===== config.mk =====
export PLATFORM = sky130hd
export DESIGN_NAME = ex_muldiv_unit_flat
export DESIGN_NICKNAME = d
export VERILOG_FILES = /design/src/rtl/ex_muldiv_unit_if.sv /design/src/rtl/ex_muldiv_unit.sv /design/src/flat_wrapper.sv
export SDC_FILE = /design/constraint.sdc
export NUM_CORES = 1
export LEC_CHECK = 0
export CAP_MARGIN = 10
export CORE_MARGIN = 4
export CORE_UTILIZATION = 54
export DETAILED_ROUTE_END_ITERATION = 8
export PLACE_DENSITY = 0.76
export SLEW_MARGIN = 20
export SYNTH_ARGS = -nofsm -noshare
export SYNTH_HDL_FRONTEND = slang
export SYNTH_SLANG_ARGS = --single-unit

===== constraint.sdc =====
create_clock -name clk -period 9 [get_ports clk]
set_clock_uncertainty 0.1 [all_clocks]
set_input_delay 1.8 -clock clk [delete_from_list [all_inputs] [get_ports clk]]
set_output_delay 1.8 -clock clk [all_outputs]
set_load 0.05 [all_outputs]

===== src/rtl/ex_muldiv_unit_if.sv =====
// ex_muldiv_unit_if: decode-to-execute multiply/divide bus.
//   master (execute stage): drives op, op_valid, flush, hold, src_a, src_b;
//                           receives stallreq_for_mdu, hi_we/hi_o, lo_we/lo_o, busy.
//   slave  (ex_muldiv_unit): the reverse directions.
//   op is one-hot {mult, multu, div, divu}; all-zero means no operation.
interface ex_muldiv_unit_if #(
  parameter int unsigned WIDTH = 32
);
  logic [3:0]       op;
  logic             op_valid;
  logic             flush;
  logic             hold;
  logic [WIDTH-1:0] src_a;
  logic [WIDTH-1:0] src_b;
  logic             stallreq_for_mdu;
  logic             hi_we;
  logic [WIDTH-1:0] hi_o;
  logic             lo_we;
  logic [WIDTH-1:0] lo_o;
  logic             busy;

  modport master (
    output op, op_valid, flush, hold, src_a, src_b,
    input  stallreq_for_mdu, hi_we, hi_o, lo_we, lo_o, busy
  );

  modport slave (
    input  op, op_valid, flush, hold, src_a, src_b,
    output stallreq_for_mdu, hi_we, hi_o, lo_we, lo_o, busy
  );
endinterface


===== src/rtl/ex_muldiv_unit.sv =====
// ex_muldiv_unit: execute-stage iterative multiply/divide engine.
//   clk, rst : pipeline clock, asynchronous active-high reset
//   bus      : ex_muldiv_unit_if.slave
//     op/op_valid/src_a/src_b : operation issue from the decode-to-execute bus
//     flush                    : cancel any in-flight operation (beats hold)
//     hold                     : downstream stall, keeps the result on the outputs
//     stallreq_for_mdu         : stall IF/ID/EX while an operation is in flight
//     hi_we/hi_o, lo_we/lo_o   : hi/lo write toward ex_to_rf / ex_to_mem
//     busy                     : FSM not idle
// Multiply is shift-add (LSB first), divide is restoring (MSB first); both work on
// operand magnitudes and fix the signs when entering DONE. Issue at T, write at T+33.
// Optional: define MDU_FAST_MULT_EN for a single-cycle mult/multu (write at T+1).
module ex_muldiv_unit #(
  parameter int unsigned WIDTH = 32,
  parameter int unsigned CNT_W = 6
) (
  input logic              clk,
  input logic              rst,
  ex_muldiv_unit_if.slave  bus
);

  localparam int unsigned DW = 2 * WIDTH;

  typedef enum logic [1:0] {StIdle, StMul, StDiv, StDone} state_e;

  state_e             state_q;
  logic [CNT_W-1:0]   cnt_q;
  logic [DW-1:0]      acc_q;     // mul: {hi, multiplier/lo}; div: {remainder, dividend/quotient}
  logic [WIDTH-1:0]   b_q;       // multiplicand magnitude or divisor magnitude
  logic               neg_q_q;   // negate product / quotient
  logic               neg_r_q;   // negate remainder (dividend sign)
  logic               b_zero_q;
  logic [WIDTH-1:0]   hi_q;
  logic [WIDTH-1:0]   lo_q;

  logic               start;
  logic               is_signed;
  logic               is_div;
  logic               last;
  logic [WIDTH-1:0]   a_abs;
  logic [WIDTH-1:0]   b_abs;

  assign start     = bus.op_valid & (|bus.op) & ~bus.flush;
  assign is_signed = bus.op[3] | bus.op[1];
  assign is_div    = bus.op[1] | bus.op[0];
  assign last      = (cnt_q == CNT_W'(WIDTH - 1));
  assign a_abs     = (is_signed && bus.src_a[WIDTH-1]) ? -bus.src_a : bus.src_a;
  assign b_abs     = (is_signed && bus.src_b[WIDTH-1]) ? -bus.src_b : bus.src_b;

`ifdef MDU_FAST_MULT_EN
  logic           sext_en;
  logic [DW-1:0]  fast_prod;
  // Sign-extending to 2*WIDTH makes the truncated product correct for both signednesses.
  assign sext_en   = bus.op[3];
  assign fast_prod = {{WIDTH{sext_en & bus.src_a[WIDTH-1]}}, bus.src_a}
                   * {{WIDTH{sext_en & bus.src_b[WIDTH-1]}}, bus.src_b};
`else
  logic [WIDTH:0]  mul_sum;
  logic [DW-1:0]   mul_next;
  logic [DW-1:0]   mul_res;
  assign mul_sum  = {1'b0, acc_q[DW-1:WIDTH]} + (acc_q[0] ? {1'b0, b_q} : '0);
  assign mul_next = {mul_sum, acc_q[WIDTH-1:1]};
  assign mul_res  = neg_q_q ? -mul_next : mul_next;
`endif

  // Restoring step: remainder stays below the divisor, so a (WIDTH+1)-bit subtraction's
  // top bit is the borrow. Divide by zero never borrows: quotient all ones, rem = |a|.
  logic [WIDTH:0]   div_shift;
  logic [WIDTH:0]   div_diff;
  logic             div_borrow;
  logic [WIDTH-1:0] div_rem;
  logic [DW-1:0]    div_next;
  logic [WIDTH-1:0] div_hi;
  logic [WIDTH-1:0] div_lo;
  assign div_shift  = {acc_q[DW-1:WIDTH], acc_q[WIDTH-1]};
  assign div_diff   = div_shift - {1'b0, b_q};
  assign div_borrow = div_diff[WIDTH];
  assign div_rem    = div_borrow ? div_shift[WIDTH-1:0] : div_diff[WIDTH-1:0];
  assign div_next   = {div_rem, acc_q[WIDTH-2:0], ~div_borrow};
  assign div_hi     = neg_r_q ? -div_next[DW-1:WIDTH] : div_next[DW-1:WIDTH];
  assign div_lo     = b_zero_q ? '1
                    : (neg_q_q ? -div_next[WIDTH-1:0] : div_next[WIDTH-1:0]);

  always_ff @(posedge clk or posedge rst) begin
    if (rst) begin
      state_q  <= StIdle;
      cnt_q    <= '0;
      acc_q    <= '0;
      b_q      <= '0;
      neg_q_q  <= 1'b0;
      neg_r_q  <= 1'b0;
      b_zero_q <= 1'b0;
      hi_q     <= '0;
      lo_q     <= '0;
    end else begin
      case (state_q)
        StIdle: begin
          if (start) begin
            cnt_q    <= '0;
            neg_q_q  <= is_signed & (bus.src_a[WIDTH-1] ^ bus.src_b[WIDTH-1]);
            neg_r_q  <= is_signed & bus.src_a[WIDTH-1];
            b_zero_q <= (bus.src_b == '0);
            if (is_div) begin
              acc_q   <= {{WIDTH{1'b0}}, a_abs};
              b_q     <= b_abs;
              state_q <= StDiv;
            end else begin
`ifdef MDU_FAST_MULT_EN
              {hi_q, lo_q} <= fast_prod;
              state_q      <= StDone;
`else
              acc_q   <= {{WIDTH{1'b0}}, b_abs};
              b_q     <= a_abs;
              state_q <= StMul;
`endif
            end
          end
        end
`ifndef MDU_FAST_MULT_EN
        StMul: begin
          if (bus.flush) begin
            state_q <= StIdle;
          end else begin
            acc_q <= mul_next;
            cnt_q <= cnt_q + CNT_W'(1);
            if (last) begin
              {hi_q, lo_q} <= mul_res;
              state_q      <= StDone;
            end
          end
        end
`endif
        StDiv: begin
          if (bus.flush) begin
            state_q <= StIdle;
          end else begin
            acc_q <= div_next;
            cnt_q <= cnt_q + CNT_W'(1);
            if (last) begin
              hi_q    <= div_hi;
              lo_q    <= div_lo;
              state_q <= StDone;
            end
          end
        end
        StDone: begin
          // Leaving DONE goes straight to IDLE; the finished instruction exits EX here.
          if (bus.flush || !bus.hold) begin
            state_q <= StIdle;
          end
        end
        default: state_q <= StIdle;
      endcase
    end
  end

  assign bus.busy             = (state_q != StIdle);
  assign bus.stallreq_for_mdu = ((state_q == StIdle) && start)
                              || (((state_q == StMul) || (state_q == StDiv)) && !bus.flush);
  assign bus.hi_we            = (state_q == StDone) && !bus.flush;
  assign bus.lo_we            = (state_q == StDone) && !bus.flush;
  assign bus.hi_o             = hi_q;
  assign bus.lo_o             = lo_q;

endmodule


===== src/flat_wrapper.sv =====
// flat-port wrapper written by rule: the top's interface ports become plain ports
module ex_muldiv_unit_flat 
#(
  parameter int unsigned WIDTH = 32,
  parameter int unsigned CNT_W = 6
)
  (clk, rst, bus_op, bus_op_valid, bus_flush, bus_hold, bus_src_a, bus_src_b, bus_stallreq_for_mdu, bus_hi_we, bus_hi_o, bus_lo_we, bus_lo_o, bus_busy);
  ex_muldiv_unit_if #(.WIDTH(WIDTH)) bus_i ();
  input logic clk;
  input logic rst;
  input wire logic [$bits(bus_i.op)-1:0] bus_op;
  input wire logic [$bits(bus_i.op_valid)-1:0] bus_op_valid;
  input wire logic [$bits(bus_i.flush)-1:0] bus_flush;
  input wire logic [$bits(bus_i.hold)-1:0] bus_hold;
  input wire logic [$bits(bus_i.src_a)-1:0] bus_src_a;
  input wire logic [$bits(bus_i.src_b)-1:0] bus_src_b;
  output wire logic [$bits(bus_i.stallreq_for_mdu)-1:0] bus_stallreq_for_mdu;
  output wire logic [$bits(bus_i.hi_we)-1:0] bus_hi_we;
  output wire logic [$bits(bus_i.hi_o)-1:0] bus_hi_o;
  output wire logic [$bits(bus_i.lo_we)-1:0] bus_lo_we;
  output wire logic [$bits(bus_i.lo_o)-1:0] bus_lo_o;
  output wire logic [$bits(bus_i.busy)-1:0] bus_busy;
  assign bus_i.op = bus_op;
  assign bus_i.op_valid = bus_op_valid;
  assign bus_i.flush = bus_flush;
  assign bus_i.hold = bus_hold;
  assign bus_i.src_a = bus_src_a;
  assign bus_i.src_b = bus_src_b;
  assign bus_stallreq_for_mdu = bus_i.stallreq_for_mdu;
  assign bus_hi_we = bus_i.hi_we;
  assign bus_hi_o = bus_i.hi_o;
  assign bus_lo_we = bus_i.lo_we;
  assign bus_lo_o = bus_i.lo_o;
  assign bus_busy = bus_i.busy;
  ex_muldiv_unit #(.WIDTH(WIDTH), .CNT_W(CNT_W)) u_core (.clk(clk), .rst(rst), .bus(bus_i));
endmodule

# Word-level counts from Yosys, hierarchy flattened
# Cells that the tools add are included.
# totals
out_inout_bits,68
inputBits,73
ram_bits,0
romBits,0
wordCells,94
latch_bits,0
n_memories,0
ff_bits,171
# op_classes
n_addsub,8
n_bitwise,9
div_mod_pow,0
n_eq_ne,12
n_shift,0
reduce_logical,23
n_mul,0
mux,33
n_lt_le_gt_ge,0
# ops
operator,count
2-to-1 mux 32 bit,17
2-to-1 mux 64 bit,4
case mux 64 bit (3 select lines),1
negation 32 bit,4
case mux 32 bit (2 select lines),2
negation 64 bit,1
adder 32 x 33 -> 33 bit,1
subtractor 33 x 32 -> 33 bit,1
zero test 32 bit,1
2-to-1 mux 6 bit,2
case mux 6 bit (2 select lines),1
2-to-1 mux 2 bit,5
inequality test 2 x 1 -> 1 bit (second input constant),4
adder 6 x 1 -> 6 bit (second input constant),1
equality test 6 x 5 -> 1 bit (second input constant),1
inequality test 2 bit (second input constant),3
case mux 2 bit (3 select lines),1
AND reduction 3 bit,2
nonzero test 2 bit,3
logical AND 1 bit,5
AND reduction 5 bit,1
AND 1 bit,4
equality test 2 bit (second input constant),2
AND reduction 4 bit,1
12 further kinds,17

# Longest topological paths before layout
# Gate-level depths: netlist of run 1.
# logic_depth
depth_word,8
depth_mapped,24
depth_no_buf,22

# Worst setup path after synthesis of run 1
# OpenSTA, ideal clock, no wires.
# synth_path
path_type,register to register
from,register u_core.acc_q[31]
to,register u_core.hi_q[26] (netlist: u_core.bus.hi_o[26])
setup_time_ns,0.125
t_arrival_ns,5.563
path_buffers,2
period_less_slack_ns,5.788
setup_slack_ns,3.212
t_required_ns,8.775
stages_incl_launch_ff,23
path_cell_list,dfrtp_1 > inv_1 > ha_1 > fa_1 > nand2b_1 > a21o_1 > a21o_1 > a211oi_1 > o21ai_0 > xnor2_1 > clkinv_1 > clkbuf_1 > clkbuf_1 > a21oi_1 > ha_1 > nand3_1 > or3_1 > nor4_1 > nor4b_1 > nor2_1 > o311a_1 > a221o_1 > mux2_4
# synth_via
elab_chain_len,7
elab_cells_between_ends,11
cone_classes,add/sub (3); mux (8)
# synth_rtl
element,line,text
"start, declared",ex_muldiv_unit.sv:28,logic [DW-1:0] acc_q;
"start signal, assigned",ex_muldiv_unit.sv:104,"acc_q <= {{WIDTH{1'b0}}, a_abs};"
"start signal, assigned",ex_muldiv_unit.sv:112,"acc_q <= {{WIDTH{1'b0}}, b_abs};"
"start signal, assigned",ex_muldiv_unit.sv:124,acc_q <= mul_next;
subtractor 33 x 32 -> 33 bit,ex_muldiv_unit.sv:76,"assign div_diff = div_shift - {1'b0, b_q};"
2-to-1 mux 32 bit,ex_muldiv_unit.sv:78,assign div_rem = div_borrow ? div_shift[WIDTH-1:0] : div_diff[WIDTH-1:0];
negation 32 bit,ex_muldiv_unit.sv:80,assign div_hi = neg_r_q ? -div_next[DW-1:WIDTH] : div_next[DW-1:WIDTH];
2-to-1 mux 32 bit,ex_muldiv_unit.sv:80,
2-to-1 mux 32 bit,ex_muldiv_unit.sv:139,if (last) begin
2-to-1 mux 32 bit,ex_muldiv_unit.sv:134,if (bus.flush) begin
case mux 32 bit (2 select lines) (*),ex_muldiv_unit.sv:96,case (state_q)
"end signal, assigned",ex_muldiv_unit.sv:127,"{hi_q, lo_q} <= mul_res;"
"end signal, assigned",ex_muldiv_unit.sv:140,hi_q <= div_hi;
"end, declared",ex_muldiv_unit.sv:33,logic [WIDTH-1:0] hi_q;
# Mark *: on every way between the ends. The rest lies on a longest branch, timed or not. The select of a mux whose other input is x is not followed.
# A chain may end at the register's enable or synchronous reset.

# Final worst setup path of run 1
# Same ends and word-level chain as after synthesis.

==> results.txt, run 1 <==
Reg clk slew, reported paths = 80 ps
crit-path max FO = 49
Main synth FF type = dfrtp_1
most common library cells after synthesis = 315 x nand2_1, 248 x o21ai_0, 222 x nor2_1
Initial Util = 0.553
Wirelength per Cell = 22.6 µm
Hold EP = u_core.bus.hi_o[5]
hold_buf cts = 0
Reg2Reg Capture Point = u_core.bus.hi_o[26]
pin count of the biggest net entering global routing = 101
Least-Margin Pin Slew = 1080 ps
crit-path cells = inv_1 > ha_1 > fa_1 > nand2b_1 > a21o_1 > a21o_1 > a211oi_1 > o21ai_0 > xnor2_2 > buf_4 > clkinv_1 > buf_4 > nor2_1 > a21oi_1 > ha_1 > nand3_1 > or3_1 > nor4_1 > nor4b_1 > nor2_1 > o311a_1 > a221o_1 > mux2_4
crit path DAT = 7200 ps
maximum clock insertion buffer count = 2
RSZ-0062 raised after global routing = false
Period minus WS final = 6940 ps
Leakage Power = 8.19 nW
ANT nets after route = 0
initial antenna violation count = 4
WHS Path Cells = 2
Hold Startpoint = u_core.bus.hi_o[5]
Worst Hold Class = flip-flop to flip-flop
count of input and output buffers = 140
peak supply drop = 0.247 mV
final wirelength = 64800 µm
P&R area growth vs syn = 11.8%
Distinct cells, synth = 86
Power Total = 0.00728 W
Nets = 2565
Tcrit/Tclk final = 0.772
Slew Limit Headroom = 0.275
Post-synth EDFFs = 0
Die ar. = 35600 µm²
n_diodes = 0
clk_lat worst skew = 470 ps
via count = 18900
fin. max-slew vios = 0
cell area power density = 369 nW/µm²
CTS resizes = 0
synthesized area = 17600 µm²
status = completed
post-route cell area = 19700 µm²
Mapped Nets = 2559
Critical Path Start Type = flip-flop
Fin. Hold Viols = 0
clock sink count = 171
Num CTS Buffers = 17
CTS tree = yes
launch point of the worst reg-to-reg path = u_core.acc_q[31]
setup tns final = 0 ps
register-to-register setup slack = 2060 ps
Layout Utilization = 0.619
crit path kind = flip-flop to flip-flop
first drt pass iteration count = 6
Largest stage delay, worst path = 480 ps
Synthesis Warnings = 0
Vias/cell = 6.62
height of the die = 189 µm
Total GRT Usage = 0.351
Worst R2R Path Depth = 23
total congestion overflow = 0
Max Clk Rate = 144 MHz
register area share after synthesis = 0.243
H-tree levels = 4
residual DRC count = 0
Syn Inst Count = 2408
Post-CTS Setup Inserts = 0
Yosys reg bits = 171
CP endpoint kind = flip-flop
CORE AREA = 31900 µm²
share of layout cells above drive strength 1 = 0.0457
first-pass GRT wire length = 99600 µm
count leader, synth = nand2_1
setup violators final = 0
die width = 189 µm
CTS Root Cell = clkbuf_16
slowest CP cell = a211oi_1
vias in the first global route = 17200
most area-hungry cell type in the Yosys netlist = dfrtp_1
DRT iter0 DRCs = 2203
Max-cap violations = 0
Worst Path Required = 9250 ps
Post-synth ARST share = 1.00
post-DP HPWL = 49400 µm
FP Rows = 65
num ports = 141
post-synth top area share = 0.243
placed cell area = 19100 µm²
Synth Area per Inst = 7.33 µm²
synth top area cells = dfrtp_1 24%, o21ai_0 7.0%, nand2_1 6.7%
GPL Wtd Cong = 0.962
critical path: cells and delay by family (launching register included):
kind / cells / cell delay [ps]
AOI/OAI and AO/OA: 7 / 2140
and+or+nand+nor: 7 / 1890
adders and majority gates: 3 / 910
buffers and inverters: 4 / 890
DFF: 1 / 450
muxes: 1 / 260
xor gates and xnor gates: 1 / 190
cell type report:
cell class	instances	area, µm²
inverters	83	317
clock buffers	19	443
fillers	2955	12200
repair buffers	160	1550
multi-input cells	1981	12400
well taps	435	544
flip-flops and latches	171	4280
clock inverters	13	156
worst max-delay path by stage:
stage / from / end / slack, ps / cells after the start
4_1_cts: u_core.acc_q[31] / u_core.bus.hi_o[26] / 2210 / 23
5_1_grt: u_core.acc_q[31] / u_core.bus.hi_o[26] / 1640 / 23
3_3_place_gp: u_core.acc_q[31] / u_core.bus.hi_o[26] / 2460 / 23
2_1_floorplan: rst / u_core.acc_q[0] / 2470 / 1
3_5_place_dp: u_core.acc_q[31] / u_core.bus.hi_o[26] / 2240 / 23
6_report: u_core.acc_q[31] / u_core.bus.hi_o[26] / 2060 / 23
power by group:
part | total (W) | switching [W] | internal, W | leakage, nW
logic | 0.00515 | 0.00340 | 0.00175 | 5.66
registers | 0.00134 | 0.000303 | 0.00104 | 2.24
clock network | 0.000788 | 0.000363 | 0.000425 | 0.286
total | 0.00728 | 0.00406 | 0.00321 | 8.19
routing by layer:
layer  part of all wire  GRT usage  up-vias  routed length [µm]
met1               0.43      0.504     9023               28000
met3               0.11     0.0902      118                7170
met5            0.00074          0        -                  48
li1                   -          -     8750                   -
met4              0.030      0.110        8                1970
met2               0.43      0.520     1034               27500
kinds of logic after synthesis:
| family | after synthesis | share of synthesized area |
|---|---|---|
| and+or+nand+nor | 849 | 0.227 |
| AOI/OAI and AO/OA | 807 | 0.291 |
| buffers and inverters | 256 | 0.0561 |
| xor gates and xnor gates | 203 | 0.101 |
| DFF | 171 | 0.243 |
| adders and majority gates | 78 | 0.0562 |
| muxes | 44 | 0.0261 |
placed cells by master (no fill, tap or decap), drive strengths merged, types with 9 or more instances in the layout:
cell type / n
xnor2: 130
clkbuf: 19
nand3: 30
xor2: 73
nor4: 28
buf: 20
a311oi: 9
a21oi: 184
or4: 27
and4: 11
o31ai: 46
ha: 76
and3: 12
nand2: 315
o221ai: 23
dfrtp: 171
inv: 87
nand2b: 16
or2: 16
o211ai: 22
clkdlybuf4s50: 140
nor2: 222
nor3: 54
a31oi: 11
a211oi: 22
o41ai: 19
mux2i: 31
nor2b: 12
or3: 32
a21o: 35
o21ai: 254
and2: 32
nand4: 17
a22oi: 50
mux2: 13
o22ai: 35
metrics by stage:
step                setup slack (ps)  hold slack, ps  std cells
floorplan                       2470             340       2408
global placement                2460             361       2830
detailed placement              2240             365       2830
CTS                             2210             380       2862
global route                    1640             392       2862
finish                          2060             376       2862
state kept, by name, indices dropped and copies added, names as in the netlist:
register / flops
u_core.state_q: 2
u_core.bus.lo_o: 32
u_core.bus.hi_o: 32
u_core.acc_q: 64
u_core.cnt_q: 6
u_core.b_zero_q: 1
u_core.neg_r_q: 1
u_core.b_q: 32
u_core.neg_q_q: 1
Note: power is estimated with default switching activity, not from simulation.
==> inputs of run 2 (changes only) <==
- PLACE_DENSITY: 0.76 -> 0.79
- clock period: 9 -> 6.25 ns (I/O delays scaled with it)
==> results.txt, run 2 (synthesis results as in run 1) <==
status = completed
CP endpoint kind = flip-flop
number of flip-flops in the largest register = 64
initial antenna violation count = 0
RSZ-0062 raised after global routing = false
P&R area growth vs syn = 12.5%
FILL cells = 2921
Critical Path Start Type = flip-flop
clock sink count = 171
FP Rows = 65
Total GRT Usage = 0.353
ANT nets after route = 0
first drt pass iteration count = 6
Slew Limit Headroom = 0.247
post-DP HPWL = 50100 µm
Leakage Power = 8.28 nW
CTS Root Cell = clkbuf_16
Max Clk Rate = 171 MHz
most frequent cells in the layout = 314 x nand2_1, 248 x o21ai_0, 221 x nor2_1
crit-path cells = inv_1 > ha_1 > fa_1 > nand2b_1 > a21o_1 > a21o_1 > a211oi_1 > o21ai_0 > xnor2_2 > clkinv_1 > a21oi_1 > ha_1 > nand3_1 > or3_1 > nor4_1 > nor4b_1 > nor2_1 > o311a_1 > a221o_1 > mux2_4
Post-CTS Setup Inserts = 0
fin. max-slew vios = 0
die width = 189 µm
Fin. Hold Viols = 0
Worst Path Required = 6500 ps
n_diodes = 0
Initial Util = 0.553
residual DRC count = 0
commonest non-fill, non-tap cell in the layout = nand2_1
cell area power density = 532 nW/µm²
Nets = 2583
count of input and output buffers = 140
WP buf/inv = 2
crit path kind = flip-flop to flip-flop
setup tns final = 0 ps
Max-cap violations = 0
Least-Margin Pin Slew = 1130 ps
setup ws final = 403 ps
hold_buf cts = 0
CTS resizes = 0
clk_lat worst skew = 460 ps
vias in the first global route = 17800
crit-path max FO = 5
Power Total = 0.0106 W
crit path DAT = 6100 ps
launch point of the worst reg-to-reg path = u_core.acc_q[31]
H-tree levels = 4
Die ar. = 35600 µm²
Worst R2R Path Depth = 20
Largest stage delay, worst path = 420 ps
Stages on worst setup path = 20
Tcrit/Tclk final = 0.936
Reg2Reg Capture Point = u_core.bus.hi_o[26]
pre-CTS setup slack = 571 ps
Vias/cell = 6.60
Worst Hold Class = flip-flop to flip-flop
CORE AREA = 31900 µm²
via count = 19000
pin count of the biggest net entering global routing = 103
maximum clock insertion buffer count = 2
first-pass GRT wire length = 100000 µm
Period minus WS final = 5850 ps
num ports = 141
Num CTS Buffers = 17
peak supply drop = 0.384 mV
setup violators final = 0
height of the die = 189 µm
Reg clk slew, reported paths = 70 ps
end of the critical path = u_core.bus.hi_o[26]
GPL Wtd Cong = 1.03
total congestion overflow = 0
Critical Path Start = u_core.acc_q[31]
Wirelength per Cell = 22.5 µm
fin cells = 2880
Top reg by flops = u_core.acc_q
register-to-register setup slack = 400 ps
share of layout cells above drive strength 1 = 0.0528
slowest CP cell = or3_1
delay-heaviest family, CP = compound AO/OA/AOI/OAI gates
DRT iter0 DRCs = 2558
final wirelength = 64900 µm
Placed Cells = 2848
CTS tree = yes
run 2: changes by cell type in the layout (fill, tap and decap cells not counted), moves of 2 or more:
cell / previous run / this run
clkinv_2: 1 / 3
clkinvlp_4: 3 / 1
buf_4: 20 / 37
inv_6: 4 / 6
run 2: through the flow:
| step | cell area [µm²] | hold slack, ps | utilization |
|---|---|---|---|
| after CTS | 19800 | 381 | 0.622 |
| final | 19800 | 375 | 0.623 |
| after detailed placement | 19300 | 366 | 0.604 |
| after floorplan | 17600 | 340 | - |
| after global placement | 19300 | 361 | 0.604 |
| after global routing | 19800 | 403 | 0.623 |
run 2: how the worst min path moves through the flow:
| stage | from | cells after the start | endpoint | slack (ps) |
|---|---|---|---|---|
| 6_report | u_core.bus.hi_o[9] | 1 | u_core.bus.hi_o[9] | 370 |
| 5_1_grt | u_core.bus.lo_o[28] | 2 | u_core.bus.lo_o[28] | 400 |
| 4_1_cts | u_core.bus.hi_o[9] | 1 | u_core.bus.hi_o[9] | 380 |
| 3_5_place_dp | u_core.bus.hi_o[9] | 1 | u_core.bus.hi_o[9] | 370 |
| 3_3_place_gp | u_core.bus.hi_o[2] | 2 | u_core.bus.hi_o[2] | 360 |
| 2_1_floorplan | u_core.b_zero_q | 2 | u_core.b_zero_q | 340 |
run 2: where the power goes:
group	leakage [nW]	switching, W	internal (W)
clock network	0.287	0.000533	0.000565
registers	2.24	0.000420	0.00150
logic	5.76	0.00496	0.00258
total	8.28	0.00591	0.00464
run 2: area by class of cell:
class | count | area (µm²) | share of cell area
clock buffers | 17 | 425 | 0.0214
clock inverters | 15 | 155 | 0.00782
inverters | 83 | 317 | 0.0160
multi-input cells | 1981 | 12400 | 0.626
flip-flops and latches | 171 | 4280 | 0.216
well taps | 435 | 544 | 0.0274
repair buffers | 178 | 1700 | 0.0856
run 2: routing by layer:
metal	vias to the layer above	wire (µm)	track usage
met4	0	2360	0.126
met1	8934	28000	0.492
met3	150	7070	0.0941
met5	-	0	0
li1	8799	-	-
met2	1125	27400	0.532
run 2: worst register-to-register path, cell delays in order (launching register included):
cell and delay [ps]:
dfrtp_1 360, inv_1 70, ha_1 210, fa_1 390
nand2b_1 190, a21o_1 200, a21o_1 240, a211oi_1 320
o21ai_0 210, xnor2_2 250, clkinv_1 220, a21oi_1 330
ha_1 240, nand3_1 100, or3_1 420, nor4_1 360
nor4b_1 370, nor2_1 230, o311a_1 390, a221o_1 270
mux2_4 250
